`src/rtl/mips_pipe_pkg.sv`:
```
// rtl/mips_pipe_pkg.sv - shared constants and payload layout for the MIPS pipeline registers
package mips_pipe_pkg;

    localparam int DATA_W_DEF     = 32;
    localparam int REG_ADDR_W_DEF = 5;
    localparam int WB_W_DEF       = 2;
    localparam int MEM_W_DEF      = 3;

    localparam int WB_REGWRITE  = 1;
    localparam int WB_MEMTOREG  = 0;
    localparam int MEM_BRANCH   = 2;
    localparam int MEM_MEMREAD  = 1;
    localparam int MEM_MEMWRITE = 0;

    // Field order matches the flat vector packed by exe_mem_stage_reg.
    typedef struct packed {
        logic [DATA_W_DEF-1:0]     add_pc;
        logic [DATA_W_DEF-1:0]     alu_result;
        logic                      zero;
        logic [DATA_W_DEF-1:0]     read_data2;
        logic [REG_ADDR_W_DEF-1:0] dest_reg;
        logic [WB_W_DEF-1:0]       wb;
        logic [MEM_W_DEF-1:0]      mem;
    } exe_mem_payload_t;

    localparam int PAYLOAD_W_DEF = $bits(exe_mem_payload_t);

endpackage

```
`src/rtl/pipe_skid_slot.sv`:
```
// rtl/pipe_skid_slot.sv - payload holding register with load and clear
module pipe_skid_slot #(
    parameter int W = 8
) (
    input  logic         clock,
    input  logic         reset,
    input  logic         clear,
    input  logic         load,
    input  logic [W-1:0] d,
    output logic [W-1:0] q
);

    always_ff @(posedge clock) begin
        if (reset || clear) begin
            q <= '0;
        end else if (load) begin
            q <= d;
        end
    end

endmodule

```
`src/rtl/exe_mem_stage_reg.sv`:
```
// rtl/exe_mem_stage_reg.sv - elastic EX/MEM pipeline register with skid slot, flush and forwarding tap
module exe_mem_stage_reg
    import mips_pipe_pkg::*;
#(
    parameter int DATA_W     = DATA_W_DEF,
    parameter int REG_ADDR_W = REG_ADDR_W_DEF,
    parameter int WB_W       = WB_W_DEF,
    parameter int MEM_W      = MEM_W_DEF,
    parameter int SKID       = 1
) (
    input  logic                  clock,
    input  logic                  reset,
    input  logic                  flush,
    input  logic                  in_valid,
    output logic                  in_ready,
    input  logic [DATA_W-1:0]     addPc,
    input  logic [DATA_W-1:0]     aluResult,
    input  logic                  zero,
    input  logic [DATA_W-1:0]     readData2,
    input  logic [REG_ADDR_W-1:0] muxInst,
    input  logic [WB_W-1:0]       WB,
    input  logic [MEM_W-1:0]      MEM,
    output logic                  out_valid,
    input  logic                  out_ready,
    output logic [DATA_W-1:0]     addPcOut,
    output logic [DATA_W-1:0]     aluResultOut,
    output logic                  zeroOut,
    output logic [DATA_W-1:0]     readData2Out,
    output logic [REG_ADDR_W-1:0] muxInstOut,
    output logic [WB_W-1:0]       WBOut,
    output logic [MEM_W-1:0]      MEMOut,
    output logic                  fwd_valid,
    output logic [REG_ADDR_W-1:0] fwd_reg,
    output logic [DATA_W-1:0]     fwd_data
);

    localparam int PW       = 3 * DATA_W + 1 + REG_ADDR_W + WB_W + MEM_W;
    localparam bit HAS_SKID = (SKID != 0);

    logic [PW-1:0] in_payload;
    logic [PW-1:0] out_q;
    logic [PW-1:0] skid_q;
    logic [PW-1:0] out_d;

    logic ov, sv, ready_q;
    logic ov_next, sv_next;
    logic in_xfer, out_xfer;
    logic out_load, out_clear, out_from_skid;
    logic skid_load, skid_clear;

    assign in_payload = {addPc, aluResult, zero, readData2, muxInst, WB, MEM};
    assign {addPcOut, aluResultOut, zeroOut, readData2Out, muxInstOut, WBOut, MEMOut} = out_q;
    assign out_valid  = ov;

    assign in_xfer  = in_valid && in_ready;
    assign out_xfer = ov && out_ready;

    // Emptying the output slot always clears it, so a bubble never carries WB/MEM enables.
    always_comb begin
        ov_next       = ov;
        sv_next       = sv;
        out_load      = 1'b0;
        out_clear     = 1'b0;
        out_from_skid = 1'b0;
        skid_load     = 1'b0;
        skid_clear    = 1'b0;
        if (flush) begin
            ov_next    = 1'b0;
            sv_next    = 1'b0;
            out_clear  = 1'b1;
            skid_clear = 1'b1;
        end else if (sv) begin
            if (out_xfer) begin
                out_load      = 1'b1;
                out_from_skid = 1'b1;
                sv_next       = 1'b0;
                skid_clear    = 1'b1;
            end
        end else if (ov) begin
            if (in_xfer && out_xfer) begin
                out_load = 1'b1;
            end else if (in_xfer) begin
                skid_load = 1'b1;
                sv_next   = 1'b1;
            end else if (out_xfer) begin
                ov_next   = 1'b0;
                out_clear = 1'b1;
            end
        end else if (in_xfer) begin
            out_load = 1'b1;
            ov_next  = 1'b1;
        end
        out_d = out_from_skid ? skid_q : in_payload;
    end

    always_ff @(posedge clock) begin
        if (reset) begin
            ov      <= 1'b0;
            sv      <= 1'b0;
            ready_q <= 1'b1;
        end else begin
            ov      <= ov_next;
            sv      <= sv_next && HAS_SKID;
            ready_q <= !(ov_next && sv_next);
        end
    end

    pipe_skid_slot #(.W(PW)) u_out_slot (
        .clock (clock),
        .reset (reset),
        .clear (out_clear),
        .load  (out_load),
        .d     (out_d),
        .q     (out_q)
    );

    generate
        if (HAS_SKID) begin : g_skid
            assign in_ready = ready_q;
            pipe_skid_slot #(.W(PW)) u_skid_slot (
                .clock (clock),
                .reset (reset),
                .clear (skid_clear),
                .load  (skid_load),
                .d     (in_payload),
                .q     (skid_q)
            );
        end else begin : g_no_skid
            assign in_ready = out_ready || !ov;
            assign skid_q   = '0;
        end
    endgenerate

    assign fwd_valid = ov && WBOut[WB_REGWRITE] && (muxInstOut != '0);
    assign fwd_reg   = muxInstOut;
    assign fwd_data  = aluResultOut;

endmodule
```
`config.mk`:
```
export PLATFORM = sky130hd
export DESIGN_NAME = exe_mem_stage_reg
export DESIGN_NICKNAME = d
export VERILOG_FILES = /design/src/rtl/mips_pipe_pkg.sv /design/src/rtl/pipe_skid_slot.sv /design/src/rtl/exe_mem_stage_reg.sv
export SDC_FILE = /design/constraint.sdc
export NUM_CORES = 1
export LEC_CHECK = 0
export BUFFER_PORTS_ARGS = -buffer_cell sky130_fd_sc_hd__clkbuf_2
export CORE_MARGIN = 2
export CORE_UTILIZATION = 44
export DETAILED_ROUTE_END_ITERATION = 8
export PLACE_DENSITY = 0.68
export SYNTH_ARGS = -nofsm -noshare
export SYNTH_HDL_FRONTEND = slang
export SYNTH_SLANG_ARGS = --single-unit
```
`constraint.sdc`:
```
create_clock -name clock -period 1.4 [get_ports clock]
set_clock_uncertainty 0.05 [all_clocks]
set_input_delay 0.14 -clock clock [delete_from_list [all_inputs] [get_ports clock]]
set_output_delay 0.14 -clock clock [all_outputs]
set_load 0.005 [all_outputs]
```
; Word level (Yosys, flattened, before mapping)
; Index checks and enable logic that the tools add are counted.
[classes]
n_mux = 27
reduce_logical = 10
[op_table]
columns = cell, count
row1 = $mux 107, 1
row2 = $mux 1, 26
row3 = $logic_and 1x1->1, 6
row4 = $reduce_bool 5->1, 1
row5 = $logic_or 1x1->1, 2
row6 = $logic_not 1->1, 1
[word_totals]
ff_bits = 217
inputBits = 112
out_inout_bits = 147
wordCells = 42

; Logic depth before layout (Yosys ltp)
; Gate-level depths: netlist (run 1).
[logic_depth]
word_depth = 9
ltp_mapped = 6
ltp_nobuf = 3

; Modules after synthesis
; A second synthesis (run 1) with hierarchy kept.
[unflattened]
cells_unflattened = 870
area_unflattened_um2 = 9446.6
[modules_own_cells]
columns = module, instances, cells_each, area_each_um2, seq_area_each_um2
row1 = pipe_skid_slot, 2, 346, 3791.1, 2142.1
row2 = exe_mem_stage_reg, 1, 178, 1864.3, 60.1

; Least setup slack after synthesis (run 1)
; No wires, ideal clock.
[synth_path]
path_kind = flip-flop to flip-flop
from = reg ov (netlist: out_valid)
to = reg g_skid.u_skid_slot.q[65]
setup_time_ns = 0.132
arrival_ns = 1.366
t_required_ns = 1.218
setup_slack_ns = -0.148
stages_incl_launch_ff = 7
path_buffers = 3
cell_sequence = dfxtp_1 or3b_1 buf_2 buf_6 buf_6 o21ai_0 a21oi_1
[synth_via]
elab_chain_cells = 6
word_cells_on_any_way = 10
cone_classes = mux: 7 / reduce/logical: 3
[synth_lines]
columns = item, line
row1 = start: declaration, exe_mem_stage_reg.sv:45  ; logic ov, sv, ready_q;
row2 = start signal: assignment, exe_mem_stage_reg.sv:102  ; ov <= ov_next;
row3 = $logic_and 1x1->1, exe_mem_stage_reg.sv:56  ; assign out_xfer = ov && out_ready;
row4 = $logic_and 1x1->1, exe_mem_stage_reg.sv:80  ; if (in_xfer && out_xfer) begin
row5 = $mux 1, exe_mem_stage_reg.sv:80
row6 = $mux 1, exe_mem_stage_reg.sv:79  ; end else if (ov) begin
row7 = $mux 1, exe_mem_stage_reg.sv:72  ; end else if (sv) begin
row8 = $mux 1, exe_mem_stage_reg.sv:67  ; if (flush) begin
row9 = end signal: assignment, pipe_skid_slot.sv:15  ; q <= '0;
row10 = end signal: assignment, pipe_skid_slot.sv:17  ; q <= d;
row11 = end: declaration, pipe_skid_slot.sv:10  ; output logic [W-1:0] q
; Several ways; a longest one is shown, not always the timed one.
; A chain may end at the register's enable or synchronous reset.

; Worst setup path after layout (run 1)
[layout_path]
from = reg ov (netlist: out_valid)
to = reg g_skid.u_skid_slot.q[41]
; The elaborated chain is that of the path after synthesis.

==> impl_results.md, run 1 <==
- Outcome: finished with violations
- Failing checks: setup timing
- CP max FO: 23
- Number of vias per cell: 6.02
- Die width: 163 um
- Leak: 6.74 nW
- Skew-Pair Late Insertion Delay: 520 ps
- Die Y: about 160 um
- Min cycle time layout: 1630 ps
- Final WL: 42000 um
- Worst Slack Setup Final: -227 ps
- Count of different cell masters after synthesis: 31
- Hold depth: 5
- RR Endpoint: g_skid.u_skid_slot.q[41]
- H-tree levels: 1
- Drt drc: 0
- Register-to-register setup slack: -230 ps
- Area of placed instances: 12900 um2
- Hold wc startpoint: out_ready
- Dpl hpwl: 21300 um
- Routed Antenna Nets: 0
- FMAX: roughly 0.6 GHz
- Core area: ~25000 um2
- Worst vdd ir: about 0.69 mV
- IO buf count: 258
- Gate count after technology mapping: 1273
- Post-synthesis net count: 1385
- Largest net degree at the start of global routing: a little over 60
- Layout Area Growth over Synthesis: 51.8%
- CTS tree: built
- #FFs+latches synth: 217
- Grt total ovfl: 0
- WP data arrival: just under 2000 ps
- Reg2reg path depth: 4
- Initial antenna violation count: 0
- Most frequent cells in the layout: clkbuf_2, dfxtp_1, o21ai_0
- Gpl congestion: 0.783
- Cell Area, Synth: 11100 um2
- Max Transition Viols Final: 0
- Design area: ~17000 um2
- CTS root buffer: clkbuf_16
- Sequential share of the synthesized area: 39.3%
- Filler instances: 1824
- Core Util, Final: roughly two thirds
- HP Class: in2reg
- GRT Util Overall: 26.6%
- Headroom to the max-slew limit: 79.7%
- Hold slack final: 208 ps
- Worst setup EP type: register
- Initial drt markers: 1012
- Clk pin slew, worst setup/hold paths: approximately 60 ps
- Nets: between 1500 and 2000
- Vias: 11800
- Routed len/inst: 21.5 um
- Starting Density: between 40% and 50%
- Hold Path End: u_out_slot.q[101]
- TritonRoute pass-1 iters: 6
- R2r startpoint: out_valid
- Final setup TNS: -24900 ps
- Tcrit/Tclk final: 116%
- CP Data Required Time: 1750 ps
- Final setup fails: 216
- Synth warnings: 0
- Max Cap Viol: 0
- Layout cells sized above 1: 39.6%
- Die footprint: 26400 um2
- First-pass GRT wire length: 57100 um
- Row Count: 58
- Actual slew at the worst max-slew pin: 302 ps
- Critical path type: reg2reg
- Ant diodes: 0
- Cell Pwr Density: 891 nW/um2
- Vias in the first global route: ~11000
- Startpoint Class: register
- Commonest non-fill, non-tap cell in the layout: clkbuf_2
- Clk buf depth: 3
- Unrepaired setup endpoints after global routing: yes
- CTS buffer count: 24
- CTS Sinks: between 200 and 250
- I/O pin cnt: 259
- Avg Cell Area, Syn: 8.69 um2
- Final Hold Viols: 0
## logic make-up after synthesis
group                  count (synthesis)  share of synthesized area (%)
muxes                                107                           9.69
and+or+nand+nor                      127                           6.05
AOI/OAI and AO/OA                    539                           32.7
DFF                                  217                           39.3
buffers and inverters                283                           12.3
## worst max-delay path by stage
stage / slack [ps] / endpoint / start / cells after the start
floorplan: -50 / g_skid.u_skid_slot.q[42] / out_valid / 6
global placement: -70 / u_out_slot.q[84] / sv / 5
detailed placement: -100 / g_skid.u_skid_slot.q[84] / out_valid / 4
CTS: -150 / fwd_valid / u_out_slot.q[7] / 3
global route: -270 / g_skid.u_skid_slot.q[41] / out_valid / 4
finish: -230 / g_skid.u_skid_slot.q[41] / out_valid / 4
## worst max-delay path, cell delays in order, from the launching register on
cell     delay, ps
dfxtp_4        390
or3b_4         470
buf_12         200
o21ai_0        270
a21oi_1        120
## metrics by stage
| step | setup slack (ps) | total power [mW] | instances |
|---|---|---|---|
| after detailed placement | -96.2 | 8.14 | 1755 |
| after global routing | -273 | 15.4 | 1953 |
| final | -227 | 14.9 | 1953 |
| after global placement | -74.4 | 8.12 | 1755 |
| after CTS | -149 | 14.6 | 1921 |
| after floorplan | -45.6 | 7.37 | 1273 |
## flip-flops by register name, summed over array words and instances, names as in the netlist
name                  cells
out_valid                 1
sv                        1
in_ready                  1
g_skid.u_skid_slot.q    107
u_out_slot.q            107
## layout make-up
class                   instances  area [um2]  share of cell area, %
clock buffers                  38         724                   4.32
clock inverters                 5        27.5                  0.164
inverters                     106         398                   2.37
multi-input cells             773        6510                   38.8
flip-flops and latches        217        4360                   26.0
well taps                     330         413                   2.46
repair buffers                484        4360                   26.0
## power by group
group / internal (mW) / switching [mW]
registers: 6.28 / 0.106
clock network: 3.53 / 2.62
logic: 1.07 / 1.34
## routing by layer
layer	share of wire, %	GRT usage [%]
met5	0	0
met4	3.5	10.3
met3	8.0	3.77
met2	48	44.5
met1	40	34.7
## timing repair
action,CTS,global route
setup endpoints to repair,199,219
gates cloned,6,24
setup buffers,7,8
hold buffers,110,0
resized for setup,95,250
pin swaps,18,112
hold endpoints to repair,214,0
## cell usage after synthesis
| master | n | area, um2 |
|---|---|---|
| a211oi_1 | 1 | 7.51 |
| a21boi_0 | 106 | 796 |
| a21o_1 | 1 | 7.51 |
| a21oi_1 | 109 | 546 |
| a221oi_1 | 67 | 587 |
| a221oi_2 | 39 | 586 |
| a31oi_1 | 2 | 12.5 |
| and3b_1 | 1 | 8.76 |
| and4b_1 | 1 | 10.0 |
| buf_1 | 1 | 3.75 |
| buf_2 | 35 | 175 |
| buf_4 | 44 | 330 |
| buf_6 | 12 | 135 |
| clkbuf_1 | 85 | 319 |
| dfxtp_1 | 217 | 4340 |
| inv_1 | 106 | 398 |
| mux2i_1 | 107 | 1070 |
| nand2_1 | 3 | 11.3 |
| nand2b_1 | 3 | 18.8 |
| nand3_1 | 109 | 546 |
| nand3b_2 | 2 | 22.5 |
| nand4b_1 | 1 | 8.76 |
| nor2_1 | 1 | 3.75 |
| nor2_2 | 1 | 6.26 |
| nor2b_1 | 1 | 6.26 |
| nor3_1 | 1 | 5.00 |
| nor3b_1 | 1 | 7.51 |
| nor4_1 | 1 | 6.26 |
| o21ai_0 | 192 | 961 |
| o21ai_1 | 22 | 110 |
| or3b_1 | 1 | 8.76 |
Power figures use the tool's default switching activity.
==> run 2, diff against run 1 <==
PLACE_DENSITY = 0.67   (was 0.68)
SLEW_MARGIN = 0   (was not set)
==> run 2 against run 1 <==
Against the previous run:
- largest power group is now the clock network
- total power rose by 3.6%
- sequential power barely moved
- non-clock buffer count fell by 32
- the flow still finishes with violations (setup timing)
- worst setup slack improved by 49 ps
- sequential share of layout area rose by 2.3 points
- global-route usage fell by 0.41 points
- critical path type unchanged
- flip-flop and latch count did not move
- combinational power fell by 15%
- register-to-register slack improved by 50 ps
==> impl_results.md, run 2 (synthesized netlist as in run 1, its figures left out) <==
- Initial drt markers: 850 (was 1012)
- Hold depth: 4 (was 5)
- CP top delay family: simple AND/OR/NAND/NOR gates (unchanged)
- Final setup TNS: -24370 ps (was -24900 ps)
- Final setup fails: 217 (was 216)
- Worst Slack Setup Final: -178 ps (was -227 ps)
- Startpoint Class: register (unchanged)
- Routed Antenna Nets: 0 (unchanged)
- Dpl hpwl: 20800 um (was 21300 um)
- Headroom to the max-slew limit: 67.6% (was 79.7%)
- Max Cap Viol: 0 (unchanged)
- Number of vias per cell: 5.76 (was 6.02)
- Grt total ovfl: 0 (unchanged)
- CTS tree: built (unchanged)
- Clock power share: 45.6% (was 41.2%)
- Largest regs: g_skid.u_skid_slot.q (107), u_out_slot.q (107) (unchanged)
- GRT Util Overall: 26.2% (was 26.6%)
- I/O pin cnt: 259 (unchanged)
- Gpl congestion: 0.813 (was 0.783)
- Register-to-register setup slack: -180 ps (was -230 ps)
- HP Class: in2reg (unchanged)
- CTS Sinks: 217 (unchanged)
- Skew-Pair Late Insertion Delay: 530 ps (was 520 ps)
- Vias: 11100 (was 11800)
- Actual slew at the worst max-slew pin: 485 ps (was 302 ps)
- Row Count: 58 (unchanged)
- Crit path cell chain: nand2b_4 -> and4b_4 -> buf_4 -> buf_16 -> a221oi_1 (was or3b_4 -> buf_12 -> o21ai_0 -> a21oi_1)
- Hold slack final: 14.2 ps (was 208 ps)
- Leak: 6.46 nW (was 6.74 nW)
- Final WL: 37300 um (was 42000 um)
- Switching pwr: 3.98 mW (was 4.06 mW)
- Vias in the first global route: 10800 (was 10900)
- CTS root buffer: clkbuf_16 (unchanged)
- Die width: 163 um (unchanged)
- Design area: 15400 um2 (was 16800 um2)
- Nets: 1688 (was 1718)
- Slowest library cell on the worst path: dfxtp_4 (was or3b_4)
- Initial antenna violation count: 1 (was 0)
- Register share of total power: 41.3% (was 42.7%)
- Clk buf depth: 3 (unchanged)
- R2r startpoint: out_valid (unchanged)
- Die Y: 163 um (unchanged)
- Core area: 24900 um2 (unchanged)
- CP Data Required Time: 1770 ps (was 1750 ps)
- FMAX: 0.634 GHz (was 0.614 GHz)
- IO buf count: 258 (unchanged)
- CP max stage delay: 390 ps (was 470 ps)
- First-pass GRT wire length: 56500 um (was 57100 um)
- Layout Area Growth over Synthesis: 39.6% (was 51.8%)
- Comb power frac: 13.1% (was 16.1%)
- Cell Pwr Density: 1000 nW/um2 (was 891 nW/um2)
- Min cycle time layout: 1580 ps (was 1630 ps)
- Max Transition Viols Final: 0 (unchanged)
- Hold Path End: in_ready (was u_out_slot.q[101])
- Drt drc: 0 (unchanged)
- Failing checks: setup timing (unchanged)
- Layout cells sized above 1: 31.2% (was 39.6%)
- Most frequent cells in the layout: clkbuf_2, dfxtp_1, dlygate4sd3_1 (was clkbuf_2, dfxtp_1, o21ai_0)
- Commonest non-fill, non-tap cell in the layout: clkbuf_2 (unchanged)
- Final Hold Viols: 0 (unchanged)
- Filler instances: 2027 (was 1824)
- Tcrit/Tclk final: 113% (was 116%)
- Outcome: finished with violations (unchanged)
- Die footprint: 26400 um2 (unchanged)
- Internal Power: 11.5 mW (was 10.9 mW)
- WP data arrival: 1950 ps (was 1980 ps)
- Worst setup EP type: register (unchanged)
- Routed len/inst: 19.4 um (was 21.5 um)
- Critical path type: reg2reg (unchanged)
- CTS buffer count: 25 (was 24)
- Pwr Total: 15.5 mW (was 14.9 mW)
- Clk pin slew, worst setup/hold paths: 60 ps (about the same)
- Buf/Inv on CP: 2 (was 1)
- Area of placed instances: 12800 um2 (was 12900 um2)
- RR Endpoint: u_out_slot.q[5] (was g_skid.u_skid_slot.q[41])
- Sw frac: 25.7% (was 27.2%)
- Worst vdd ir: 0.901 mV (was 0.692 mV)
- H-tree levels: 1 (unchanged)
- TritonRoute pass-1 iters: 5 (was 6)
- Hold wc startpoint: in_valid (was out_ready)
- Unrepaired setup endpoints after global routing: yes (unchanged)
- Largest net degree at the start of global routing: 62 (was 61)
- Starting Density: 44.4% (unchanged)
- Reg2reg path depth: 5 (was 4)
- Core Util, Final: 62.0% (was 67.4%)
- CP max FO: 11 (was 23)
[run 2: changes by cell type in the layout (fill, tap and decap cells not counted), moves of 26 or more]
cell	change
a21oi_1	+56
nand3_4	-27
a21boi_0	+29
nand3_2	-26
a21oi_2	-56
nand3_1	+53
[run 2: repair_timing]
action                     4_1_cts  5_1_grt
hold buffers                   111        0
hold endpoints to repair       217        0
setup buffers                    7        1
pin swaps                        2        1
gates cloned                     5        5
setup endpoints to repair      214      218
resized for setup               93       70
[run 2: how the worst max path moves through the flow]
stage                    start                       end  slack (ps)  depth (start not counted)
6_report             out_valid           u_out_slot.q[5]        -180                          5
4_1_cts        u_out_slot.q[7]                 fwd_valid        -150                          3
3_5_place_dp                sv          u_out_slot.q[58]        -200                          4
5_1_grt              out_valid           u_out_slot.q[5]        -250                          5
2_1_floorplan        out_valid  g_skid.u_skid_slot.q[42]         -50                          6
3_3_place_gp                sv          u_out_slot.q[56]        -150                          4
[run 2: cell type report]
class / instances / area, um2 / share of cell area [%]
diodes: 1 / 2.50 / 0.0162
clock buffers: 36 / 757 / 4.90
flip-flops and latches: 217 / 4360 / 28.2
multi-input cells: 774 / 5710 / 37.0
clock inverters: 10 / 139 / 0.899
well taps: 330 / 413 / 2.67
repair buffers: 452 / 3660 / 23.7
inverters: 106 / 398 / 2.58
[run 2: through the flow]
stage,instances,worst slack [ps]
finish,1926,-178
global route,1926,-246
CTS,1919,-151
global placement,1751,-146
floorplan,1273,-45.6
detailed placement,1751,-198
[run 2: routing by layer]
| layer | part of all wire (%) | track usage, % | wire length [um] |
|---|---|---|---|
| met5 | 0 | 0 | 0 |
| met1 | 42 | 32.7 | 15600 |
| met3 | 7.5 | 4.07 | 2790 |
| met4 | 2.7 | 8.53 | 1010 |
| met2 | 48 | 46.1 | 17900 |
[run 2: power groups by stage]
stage	logic (mW)	registers, mW	clock network (mW)
after floorplan	0.868	6.50	0
after global placement	1.58	6.51	0
after detailed placement	1.59	6.52	0
after CTS	1.94	6.38	7.15
after global routing	2.17	6.40	7.38
final	2.03	6.39	7.06
[run 2: worst min-delay path, stage by stage]
cell and delay, ps:
clkbuf_2 90, a21o_4 120, buf_4 120, nand3_1 70
